File: config.mk
export PLATFORM = sky130hd
export DESIGN_NAME = uart_tx_fifo
export DESIGN_NICKNAME = d
export VERILOG_FILES = /design/src/rtl/uart_tx_fifo.sv
export SDC_FILE = /design/constraint.sdc
export NUM_CORES = 1
export LEC_CHECK = 0
export CAP_MARGIN = 10
export CORE_ASPECT_RATIO = 0.7
export CORE_MARGIN = 3
export CORE_UTILIZATION = 50
export DETAILED_ROUTE_END_ITERATION = 12
export GPL_TIMING_DRIVEN = 0
export HOLD_SLACK_MARGIN = 0.15
export PLACE_DENSITY = 0.7
export SLEW_MARGIN = 5
export SYNTH_ARGS = -nofsm -noshare
export SYNTH_HDL_FRONTEND = slang
export SYNTH_SLANG_ARGS = --single-unit
File: constraint.sdc
create_clock -name clk -period 3.1 [get_ports clk]
set_input_delay 0.62 -clock clk [delete_from_list [all_inputs] [get_ports clk]]
set_output_delay 0.62 -clock clk [all_outputs]
set_load 0.01 [all_outputs]
File: src/rtl/uart_tx_fifo.sv
`timescale 1ns/1ps
`default_nettype none
// ============================================================================
//  Module   : uart_tx_fifo
//  Brief    : Byte FIFO feeding an 8N1 UART transmitter (LSB first, idle high).
//  Revision : 1.0 - initial release
// ============================================================================
module uart_tx_fifo #(
    parameter int CLK_FREQ = 50000000,
    parameter int BAUD     = 115200,
    parameter int DEPTH    = 16
) (
    input  logic                     clk,
    input  logic                     rst,
    input  logic                     wr_en,
    input  logic [7:0]               wr_data,
    output logic                     full,
    output logic                     empty,
    output logic [$clog2(DEPTH):0]   count,
    output logic                     overflow,
    output logic                     busy,
    output logic                     tx
);

    localparam int c_BAUD_DIV = CLK_FREQ / BAUD;
    localparam int c_CW       = (c_BAUD_DIV > 1) ? $clog2(c_BAUD_DIV) : 1;
    localparam int c_AW       = $clog2(DEPTH);

    localparam logic [c_CW-1:0] c_BAUD_LAST = c_CW'(c_BAUD_DIV - 1);
    localparam logic [c_CW-1:0] c_BAUD_ONE  = c_CW'(1);
    localparam logic [c_AW:0]   c_DEPTH     = (c_AW + 1)'(DEPTH);
    localparam logic [c_AW:0]   c_CNT_ONE   = (c_AW + 1)'(1);
    localparam logic [c_AW-1:0] c_PTR_ONE   = c_AW'(1);

    localparam logic [1:0] c_S_IDLE  = 2'd0;
    localparam logic [1:0] c_S_START = 2'd1;
    localparam logic [1:0] c_S_DATA  = 2'd2;
    localparam logic [1:0] c_S_STOP  = 2'd3;

    // FIFO storage and status
    logic [7:0]      r_mem [DEPTH];
    logic [c_AW-1:0] r_wr_ptr;
    logic [c_AW-1:0] r_rd_ptr;
    logic [c_AW:0]   r_count;
    logic            r_full;
    logic            r_empty;
    logic            r_overflow;

    // Transmitter state
    logic [1:0]      r_state;
    logic [c_CW-1:0] r_baud_cnt;
    logic [2:0]      r_bit_idx;
    logic [7:0]      r_shift;
    logic            r_tx;

    logic [1:0]      w_state_nxt;
    logic [c_CW-1:0] w_baud_nxt;
    logic [2:0]      w_bit_nxt;
    logic [7:0]      w_shift_nxt;
    logic            w_tx_nxt;
    logic            w_pop;
    logic            w_wr_accept;
    logic            w_baud_last;
    logic [7:0]      w_head;
    logic [c_AW:0]   w_count_nxt;

    // Acceptance looks only at registered full, so a same-edge pop cannot make room.
    assign w_wr_accept = wr_en & ~r_full;
    assign w_baud_last = (r_baud_cnt == c_BAUD_LAST);
    assign w_head      = r_mem[r_rd_ptr];

    always_comb begin
        w_count_nxt = r_count;
        case ({w_wr_accept, w_pop})
            2'b10:   w_count_nxt = r_count + c_CNT_ONE;
            2'b01:   w_count_nxt = r_count - c_CNT_ONE;
            default: w_count_nxt = r_count;
        endcase
    end

    always_ff @(posedge clk) begin
        if (!rst && w_wr_accept) begin
            r_mem[r_wr_ptr] <= wr_data;
        end
    end

    always_ff @(posedge clk) begin
        if (rst) begin
            r_wr_ptr   <= '0;
            r_rd_ptr   <= '0;
            r_count    <= '0;
            r_full     <= 1'b0;
            r_empty    <= 1'b1;
            r_overflow <= 1'b0;
        end else begin
            if (w_wr_accept) begin
                r_wr_ptr <= r_wr_ptr + c_PTR_ONE;
            end
            if (w_pop) begin
                r_rd_ptr <= r_rd_ptr + c_PTR_ONE;
            end
            r_count    <= w_count_nxt;
            r_full     <= (w_count_nxt == c_DEPTH);
            r_empty    <= (w_count_nxt == '0);
            r_overflow <= wr_en & r_full;
        end
    end

    always_ff @(posedge clk) begin
        if (rst) begin
            r_state    <= c_S_IDLE;
            r_baud_cnt <= '0;
            r_bit_idx  <= '0;
            r_shift    <= '0;
            r_tx       <= 1'b1;
        end else begin
            r_state    <= w_state_nxt;
            r_baud_cnt <= w_baud_nxt;
            r_bit_idx  <= w_bit_nxt;
            r_shift    <= w_shift_nxt;
            r_tx       <= w_tx_nxt;
        end
    end

    // tx is registered, so each branch sets the line level for the coming cycle.
    always_comb begin
        w_state_nxt = r_state;
        w_baud_nxt  = r_baud_cnt;
        w_bit_nxt   = r_bit_idx;
        w_shift_nxt = r_shift;
        w_tx_nxt    = r_tx;
        w_pop       = 1'b0;
        case (r_state)
            c_S_IDLE: begin
                w_tx_nxt   = 1'b1;
                w_baud_nxt = '0;
                w_bit_nxt  = '0;
                if (!r_empty) begin
                    w_pop       = 1'b1;
                    w_shift_nxt = w_head;
                    w_state_nxt = c_S_START;
                    w_tx_nxt    = 1'b0;
                end
            end
            c_S_START: begin
                if (w_baud_last) begin
                    w_baud_nxt  = '0;
                    w_bit_nxt   = '0;
                    w_state_nxt = c_S_DATA;
                    w_tx_nxt    = r_shift[0];
                end else begin
                    w_baud_nxt = r_baud_cnt + c_BAUD_ONE;
                    w_tx_nxt   = 1'b0;
                end
            end
            c_S_DATA: begin
                if (w_baud_last) begin
                    w_baud_nxt = '0;
                    if (r_bit_idx == 3'd7) begin
                        w_bit_nxt   = '0;
                        w_state_nxt = c_S_STOP;
                        w_tx_nxt    = 1'b1;
                    end else begin
                        w_bit_nxt   = r_bit_idx + 3'd1;
                        w_shift_nxt = {1'b0, r_shift[7:1]};
                        w_tx_nxt    = r_shift[1];
                    end
                end else begin
                    w_baud_nxt = r_baud_cnt + c_BAUD_ONE;
                end
            end
            c_S_STOP: begin
                if (w_baud_last) begin
                    w_baud_nxt = '0;
                    w_bit_nxt  = '0;
                    // Chain straight into the next start bit when data is waiting.
                    if (!r_empty) begin
                        w_pop       = 1'b1;
                        w_shift_nxt = w_head;
                        w_state_nxt = c_S_START;
                        w_tx_nxt    = 1'b0;
                    end else begin
                        w_state_nxt = c_S_IDLE;
                        w_tx_nxt    = 1'b1;
                    end
                end else begin
                    w_baud_nxt = r_baud_cnt + c_BAUD_ONE;
                    w_tx_nxt   = 1'b1;
                end
            end
            default: begin
                w_state_nxt = c_S_IDLE;
                w_baud_nxt  = '0;
                w_bit_nxt   = '0;
                w_tx_nxt    = 1'b1;
            end
        endcase
    end

    assign full     = r_full;
    assign empty    = r_empty;
    assign count    = r_count;
    assign overflow = r_overflow;
    assign busy     = (r_state != c_S_IDLE);
    assign tx       = r_tx;

endmodule
`default_nettype wire

==> results of run 1 <==
layout make-up:
type / instances / share of cell area [%]
well taps: 185 / 2.82
plain buffers: 20 / 1.28
multi-input cells: 243 / 27.4
repair buffers: 26 / 2.96
flip-flops and latches: 171 / 57.5
clock inverters: 15 / 2.35
inverters: 10 / 0.458
clock buffers: 17 / 5.19
worst min path at each step:
stage | start | endpoint | slack, ns | cells after the start
floorplan | r_baud_cnt[0] | r_baud_cnt[0] | 0.44 | 1
global placement | r_baud_cnt[0] | r_baud_cnt[0] | 0.46 | 1
detailed placement | r_baud_cnt[0] | r_baud_cnt[0] | 0.48 | 1
CTS | rst | register | 0.40 | 2
global route | rst | r_rd_ptr[3] | 0.41 | 2
finish | rst | register | 0.41 | 2
cell usage in the layout (no fill, tap or decap), drive strengths merged, types with 11 or more instances in the layout:
cell             n
edfxtp         128
nor2            62
dfxtp           43
mux4            38
clkbuf          28
clkdlybuf4s50   19
ha              16
inv             16
buf             16
nand2           15
a21oi           13
mux2i           12
o21ai           12
xnor2           11
critical path, delay by kind of cell, from the launching register on:
kind | cells | cell delay, ns
AO/OA/AOI/OAI | 4 | 1.04
XOR/XNOR | 2 | 0.25
adder cells (fa/ha/maj) | 1 | 0.19
AND/OR/NAND/NOR | 4 | 1.20
flip-flops | 1 | 0.33
cell families after synthesis:
family          after synthesis  share of synthesized area (%)
simple gates                113                           7.65
compound gates               45                           4.42
flops                       171                           66.8
mux                          51                           14.1
buf+inv                      30                           2.02
fa+ha+maj                    16                           2.84
xor+xnor                     18                           2.24
what timing repair did:
item | CTS | global route
pin swaps | 12 | 9
hold endpoints to repair | 0 | 0
setup endpoints to repair | 3 | 3
setup buffers | 4 | 3
gates resized for setup | 11 | 6
power groups by stage:
stage	Clock [W]	Sequential (W)	Combinational (W)
global placement	0	0.00275	0.00139
floorplan	0	0.00274	0.00102
CTS	0.00214	0.00273	0.00149
global route	0.00224	0.00275	0.00167
detailed placement	0	0.00276	0.00143
finish	0.00210	0.00273	0.00152
registers in the layout (all words and copies together) (netlist names), named ones only:
| register | flops |
|---|---|
| r_mem | 128 |
| r_baud_cnt | 9 |
| r_shift | 8 |
| count | 5 |
| r_rd_ptr | 4 |
| r_wr_ptr | 4 |
| r_bit_idx | 3 |
| r_state | 2 |
| empty | 1 |
| full | 1 |
| overflow | 1 |
| tx | 1 |
stage by stage:
step | total power (W) | setup WS (ns) | setup TNS (ns) | cells | hold WS, ns
after floorplan | 0.00377 | 0.0496 | 0 | 444 | 0.444
after global placement | 0.00415 | -0.288 | -0.673 | 648 | 0.459
after detailed placement | 0.00419 | -0.293 | -0.701 | 648 | 0.478
after CTS | 0.00635 | 0.0239 | 0 | 684 | 0.399
after global routing | 0.00666 | -0.140 | -0.284 | 687 | 0.409
final | 0.00635 | -0.0247 | -0.0424 | 687 | 0.413
metal layers:
metal / routed length, um / vias up / share of wire (%) / GRT usage [%]
met3: 926 / 10 / 6.9 / 5.97
met5: 0 / - / 0 / 0
met1: 6620 / 1960 / 49 / 28.4
li1: - / 1792 / - / -
met4: 108 / 0 / 0.80 / 5.21
met2: 5770 / 108 / 43 / 25.1
==> metrics.md, run 1 <==
| Metric | Value |
|---|---|
| Inserted Clock Buffers | 17 |
| Chip Height | 105 um |
| DRT iter0 DRCs | between 200 and 300 |
| Nets | 516 |
| Final Util | 61.0% |
| Starting density of the core | 52.4% |
| Placed Instance Area | 7470 sq um |
| Worst-Skew Late Latency | approximately 0.42 ns |
| Worst r2r src | r_baud_cnt[6] |
| Syn Area/Cell | 15.9 sq um |
| Clock power share | 33.1% |
| N_diodes | 0 |
| Rel. slew slack | 37.7% |
| Maximum number of pins on one net before global-route repair | 21 |
| Maximum clock path buffer count | 2 |
| Commonest cells post-synth | edfxtp_1 (128), nor2_1 (61), dfxtp_1 (43), mux4_2 (38), ha_1 (16) |
| Fmax achieved | 320 MHz |
| Reg2Reg Depth | 11 |
| Sequential-to-total area share from yosys stat | about two thirds |
| Die Wd | 148 um |
| Fillers | 1011 |
| Slowest cell on crit path | or4b_4 |
| Antenna violations before repair | 0 |
| First drt pass iteration count | 5 |
| Slew @ Worst Pin | 0.931 ns |
| Leak | 2.66 nW |
| Max VDD drop | ~380 uV |
| Synthesized netlist cell count | 444 |
| Status | finished, violations left |
| Post-synth EDFFs | 128 |
| Routed wire length per instance | 19.5 um |
| Endpoints failing hold | 0 |
| First-pass GRT wire length | approximately 22000 um |
| Area delta synth->final | 16.3% |
| CTS clock-pin slew for the worst setup and hold paths | approximately 0.070 ns |
| Comb pwr share | 23.9% |
| Via Count | 3870 |
| Register area | 4710 sq um |
| Pint | 0.00443 W |
| Final min period | between 3 and 4 ns |
| WS Path Type | register to register |
| Yosys top cell area share | a little over half |
| Hold_buf cts | 0 |
| Net Count, Synth | approximately 470 |
| Most frequent cell after synthesis | edfxtp_1 |
| Final period util | 101% |
| Synth Warn # | 0 |
| Ys async rst share | 0% |
| Synth cell types | 52 |
| Pwr/cell area | 775 nW/um^2 |
| Worst-path cell chain | or4b_4 > o31ai_4 > nand2_2 > xnor2_2 > ha_2 > or3b_4 > a211oi_2 > nand3_1 > a21oi_2 > xnor2_2 > a41o_1 |
| GRT Total Usage | around 18% |
| Max-cap viol count | 0 |
| Ratio of cells with drive above 1 in the final layout | 22.1% |
| Mapped Area | 7050 sq um |
| Routed wire length | between 10000 and 15000 um |
| Via-to-Cell Ratio | 5.63 |
| HP Class | input pin to register |
| Detail Placement HPWL | slightly above 9000 um |
| CTS tree | yes |
| Top FF cell, synth | edfxtp_1 |
| Fin. max-slew vios | 0 |
| Io pins | 21 |
| Sw Share | 30.2% |
| # DRC | 0 |
| Worst reg2reg endpoint | empty |
| Row count | 35 |
| Flop-to-flop setup slack | -0.02 ns |
| Failing checks | negative setup slack |
| Switching pwr | 0.00192 W |
| # clock sinks | 171 |
| CTS root buffer | clkbuf_16 |
| Fin area | ~8000 sq um |
| Setup ws final | -0.0247 ns |
| Grt ovf | 0 |
| Crit path DAT | about 3.4 ns |
| RSZ-0062 raised after global routing | true |
| Core area | around 13000 sq um |
| Multi-input logic area | 2250 sq um |
| Routability cong. | 0.795 |
| CP Max Fanout | 3 |
| Worst setup path end | empty |
| DIE AREA | 15600 sq um |
| Setup crit end kind | register |
| Crit start category | register |
| Critical Path Most Common Cell | xnor2_2 |
| WP data required | 3.41 ns |
| Crit path from | r_baud_cnt[6] |
| H-Tree Depth | 4 |
| # port buffers | 19 |
| Clk_skew | between 0.01 and 0.015 ns |
| Leading post-synthesis cells by cell area | edfxtp_1 (55%), dfxtp_1 (12%), mux4_2 (12%) |
| Post-DRT Antenna Nets | 0 |
| Number of synthesized register bits | 171 |
| Leading area contributor after synthesis | edfxtp_1 |
| Reg power frac | 43.0% |
| Largest stage delay on the critical path | 0.57 ns |
| Final setup viols | 2 |
| Number of global-route vias before repair | 3839 |
Note: power is estimated with default switching activity, not from simulation.
==> run 2: changes to the inputs <==
Settings changed: DONT_BUFFER_PORTS from default to 1, PLACE_DENSITY 0.7 to 0.68.
==> metrics.md, run 2 (same netlist as run 1, synthesis figures left out) <==
| Metric | Value |
|---|---|
| GRT Total Usage | 19.8% |
| Failing checks | negative setup slack |
| Via-to-Cell Ratio | 5.67 |
| Final min period | 3.14 ns |
| H-Tree Depth | 4 |
| Maximum clock path buffer count | 2 |
| First-pass GRT wire length | 22700 um |
| Most common cell after layout, fill and taps aside | edfxtp_1 |
| HP Class | input pin to register |
| Worst-path cell chain | or4b_4 > o31ai_4 > nand2_2 > xnor2_2 > ha_2 > or3b_4 > a211oi_2 > nand3_1 > a21oi_2 > xnor2_2 > a41o_1 |
| Multi-input logic area | 2260 sq um |
| Max VDD drop | around 430 uV |
| Final hold slack | approximately 0.29 ns |
| Crit start category | register |
| RSZ-0062 raised after global routing | true |
| Number of global-route vias before repair | 3943 |
| Hold endpoint | r_mem[11][0] |
| Most frequent cells in the layout | edfxtp_1 (128), nor2_1 (61), dfxtp_1 (39), mux4_2 (38), clkbuf_16 (17) |
| Detail Placement HPWL | ~9400 um |
| Clk_skew | between 0.009 and 0.01 ns |
| Ratio of cells with drive above 1 in the final layout | 24.0% |
| Rel. slew slack | 35.1% |
| Final Util | about three fifths |
| Via Count | approximately 3800 |
| # DRC | 0 |
| Max-cap viol count | 0 |
| Chip Height | 105 um |
| Hold_buf cts | 0 |
| Largest register FFs | ~130 |
| Fillers | 1002 |
| Reg2Reg Depth | 11 |
| Io pins | 21 |
| Critical Path Most Common Cell | xnor2_2 |
| Row count | 35 |
| Worst reg2reg endpoint | empty |
| Worst-Skew Late Latency | 0.42 ns |
| Slew @ Worst Pin | 0.970 ns |
| Placed Instance Area | 7280 sq um |
| Routed wire length per instance | 20.8 um |
| Final period util | 101% |
| Endpoints failing hold | 0 |
| # port buffers | 0 |
| Core area | 13400 sq um |
| Grt ovf | 0 |
| Hold path startpoint | wr_data[0] |
| CP Max Fanout | 3 |
| Die Wd | 148 um |
| Antenna violations before repair | 0 |
| Hold depth | 0 |
| Final setup viols | 2 |
| CTS clock-pin slew for the worst setup and hold paths | 0.07 ns |
| Area delta synth->final | 14.7% |
| Crit path DAT | 3.45 ns |
| Largest stage delay on the critical path | between 0.5 and 0.6 ns |
| Biggest register | r_mem |
| DRT iter0 DRCs | approximately 290 |
| Pre-CTS setup slack | -0.327 ns |
| Nets | 506 |
| WS Path Type | register to register |
| Maximum number of pins on one net before global-route repair | 19 |
| Setup crit end kind | register |
| First drt pass iteration count | 4 |
| CTS root buffer | clkbuf_16 |
| Flop-to-flop setup slack | -0.04 ns |
| Pwr/cell area | 784 nW/um^2 |
| CTS tree | yes |
| Routed wire length | about 14000 um |
| Fin. max-slew vios | 0 |
| Post-DRT Antenna Nets | 0 |
| Total design power | 0.00634 W |
| Worst r2r src | r_baud_cnt[2] |
| Setup ws final | -0.0414 ns |
| WP data required | approximately 3.4 ns |
| Slowest cell on crit path | or4b_4 |
| Leak | 2.63 nW |
| # clock sinks | 171 |
| Register area | 4710 sq um |
| Inserted Clock Buffers | 17 |
| Regs by FF count | r_mem x128, r_baud_cnt x9, r_shift x8 |
| Fmax achieved | 318 MHz |
| Status | finished, violations left |
| Starting density of the core | 52.4% |
| Fin area | 8080 sq um |
| DIE AREA | 15600 sq um |
| Routability cong. | 0.834 |
| N_diodes | 0 |
[run 2: per-layer routing]
layer | global-route usage, % | wire length [um]
met3 | 5.11 | 1330
met1 | 29.5 | 6290
met2 | 29.3 | 6320
met5 | 0 | 0
met4 | 5.21 | 159
[run 2: how the worst max path moves through the flow]
stage	start	to	slack, ns	depth (start not counted)
final	r_baud_cnt[2]	empty	-0.04	11
after global routing	r_baud_cnt[2]	empty	-0.18	11
after CTS	r_baud_cnt[6]	empty	0.001	15
after detailed placement	r_state[1]	full	-0.33	11
after global placement	r_baud_cnt[3]	full	-0.28	10
after floorplan	r_baud_cnt[3]	full	0.05	10
[run 2: through the flow]
| stage | cells | setup TNS, ns |
|---|---|---|
| 5_1_grt | 677 | -0.397 |
| 4_1_cts | 675 | 0 |
| 2_1_floorplan | 444 | 0 |
| 3_5_place_dp | 629 | -0.792 |
| 6_report | 677 | -0.0569 |
| 3_3_place_gp | 629 | -0.649 |
[run 2: power by group]
part,internal [W],switching [W],leakage [nW]
sequential,0.00260,0.000152,1.51
clock,0.00116,0.000953,0.292
combinational,0.000710,0.000767,0.832
total,0.00447,0.00187,2.63
[run 2: final cells by class]
| class | count | share of cell area [%] |
|---|---|---|
| buffer | 20 | 1.30 |
| clock buffer | 17 | 5.26 |
| clock inverter | 15 | 2.21 |
| inverter | 10 | 0.464 |
| multi-input combinational | 243 | 28.0 |
| sequential | 171 | 58.3 |
| tap | 185 | 2.86 |
| timing repair buffer | 16 | 1.53 |
[run 2: worst max-delay path: cells and delay by family (launching register included)]
family                   cells  cell delay (ns)
AO/OA/AOI/OAI                4             1.06
XOR/XNOR                     2             0.24
adder cells (fa/ha/maj)      1             0.19
flip-flops                   1             0.34
AND/OR/NAND/NOR              4             1.20
[run 2: timing repair]
item	in CTS	in global routing
pin swaps	12	10
buffers inserted	14	4
endpoints found under the setup margin	3	4
resized for setup	14	5
==> run 3: changes to the inputs <==
Settings changed: TNS_END_PERCENT from default to 5.
==> metrics.md, run 3 (same netlist as run 1, synthesis figures left out) <==
| Metric | Value |
|---|---|
| Final period util | 101% |
| Pwr/cell area | 784 nW/um^2 |
| Regs by FF count | r_mem x128, r_baud_cnt x9, r_shift x8 |
| Crit path DAT | 3.45 ns |
| Most common cell after layout, fill and taps aside | edfxtp_1 |
| CP Buf/Inv Count | 0 |
| First-pass GRT wire length | 22700 um |
| Final min period | 3.15 ns |
| Crit start category | register |
| Maximum clock path buffer count | 2 |
| Post-DRT Antenna Nets | 0 |
| Pre-CTS setup slack | -0.327 ns |
| Endpoints failing hold | 0 |
| Fmax achieved | 318 MHz |
| Routed wire length per instance | 20.9 um |
| Worst-Skew Late Latency | roughly 0.42 ns |
| Worst-path cell chain | or4b_4 > o31ai_4 > nand2_2 > xnor2_2 > ha_2 > or3b_4 > a211oi_2 > nand3_1 > a21oi_2 > xnor2_2 > a41o_1 |
| Multi-input logic area | 2260 sq um |
| # placed instances | 629 |
| Largest register FFs | approximately 130 |
| Inserted Clock Buffers | 17 |
| Max VDD drop | 422 uV |
| Failing checks | negative setup slack |
| Final Util | approximately 60% |
| Routed wire length | 14100 um |
| Top Family by Delay on Critical Path | simple AND/OR/NAND/NOR gates |
| Stages on worst setup path | 11 |
| Detail Placement HPWL | 9450 um |
| Hold depth | 0 |
| Area delta synth->final | 14.7% |
| Maximum number of pins on one net before global-route repair | 19 |
| Total design power | between 0.006 and 0.007 W |
| CTS tree | yes |
| Setup ws final | -0.0465 ns |
| Rel. slew slack | between 30% and 40% |
| Post-Layout Cell Count | ~680 |
| Starting density of the core | a little over half |
| Grt ovf | 0 |
| Io pins | 21 |
| Biggest register | r_mem |
| CTS clock-pin slew for the worst setup and hold paths | 0.07 ns |
| DRT iter0 DRCs | 296 |
| Routability cong. | 0.834 |
| DIE AREA | 15600 sq um |
| Chip Height | 105 um |
| Ratio of cells with drive above 1 in the final layout | 24.0% |
| CTS root buffer | clkbuf_16 |
| Row count | 35 |
| WS Path Type | register to register |
| RSZ-0062 raised after global routing | true |
| First drt pass iteration count | 4 |
| # clock sinks | about 170 |
| Clk_skew | 0.0120 ns |
| Register area | 4710 sq um |
| N_diodes | 0 |
| Critical Path Most Common Cell | xnor2_2 |
| # DRC | 0 |
| Most frequent cells in the layout | edfxtp_1 (128), nor2_1 (61), dfxtp_1 (39), mux4_2 (38), clkbuf_16 (17) |
| Status | finished, violations left |
| CP Max Fanout | 3 |
| GRT Total Usage | 19.8% |
| Number of global-route vias before repair | approximately 4000 |
| Die Wd | 148 um |
| # port buffers | 0 |
| Via Count | 3800 |
| WP data required | about 3.4 ns |
| Core area | 13400 sq um |
| Largest stage delay on the critical path | between 0.5 and 0.6 ns |
| Slowest cell on crit path | or4b_4 |
| Reg2Reg Depth | 11 |
| Final setup viols | 2 |
| Max-cap viol count | 0 |
| Via-to-Cell Ratio | between 5 and 6 |
| Leak | 2.63 nW |
| Setup crit end kind | register |
| Fin. max-slew vios | 0 |
| HP Class | input pin to register |
| Slew @ Worst Pin | 0.945 ns |
| H-Tree Depth | 4 |
| Hold_buf cts | 0 |
| Antenna violations before repair | 0 |
| Fillers | between 900 and 1000 |
| Nets | 506 |
-- run 3: worst paths after layout --
check | from | endpoint | slack, ns
max reg2reg | r_baud_cnt[2] | empty | -0.05
min reg2reg | r_baud_cnt[0] | r_baud_cnt[0] | 0.49
min | wr_data[0] | r_mem[11][0] | 0.29
max | r_baud_cnt[2] | empty | -0.05
-- run 3: layout make-up --
class	instances	share of cell area (%)
multi-input combinational	243	28.0
buffer	20	1.30
clock buffer	17	5.26
timing repair buffer	16	1.53
sequential	171	58.3
inverter	10	0.464
tap	185	2.86
clock inverter	15	2.21
-- run 3: routing by layer --
layer | global-route usage [%] | routed length (um)
met5 | 0 | 0
met3 | 5.11 | 1090
met4 | 5.21 | 101
met2 | 29.3 | 6360
met1 | 29.5 | 6570
-- run 3: timing repair --
item,4_1_cts,5_1_grt
pin swaps,12,9
buffers inserted,14,3
resized for setup,14,5
setup endpoints to repair,3,4
-- run 3: metrics by stage --
stage,setup TNS [ns],hold WS (ns),cell area [sq um]
floorplan,0,0.444,7050
global placement,-0.649,0.463,7280
detailed placement,-0.792,0.474,7280
CTS,0,0.268,8040
global route,-0.439,0.259,8080
finish,-0.0644,0.290,8080
-- run 3: power breakdown --
part           total, W  switching (W)  internal (W)
logic           0.00147       0.000765      0.000709
registers       0.00276       0.000154       0.00260
clock network   0.00211       0.000952       0.00116
total           0.00634        0.00187       0.00447
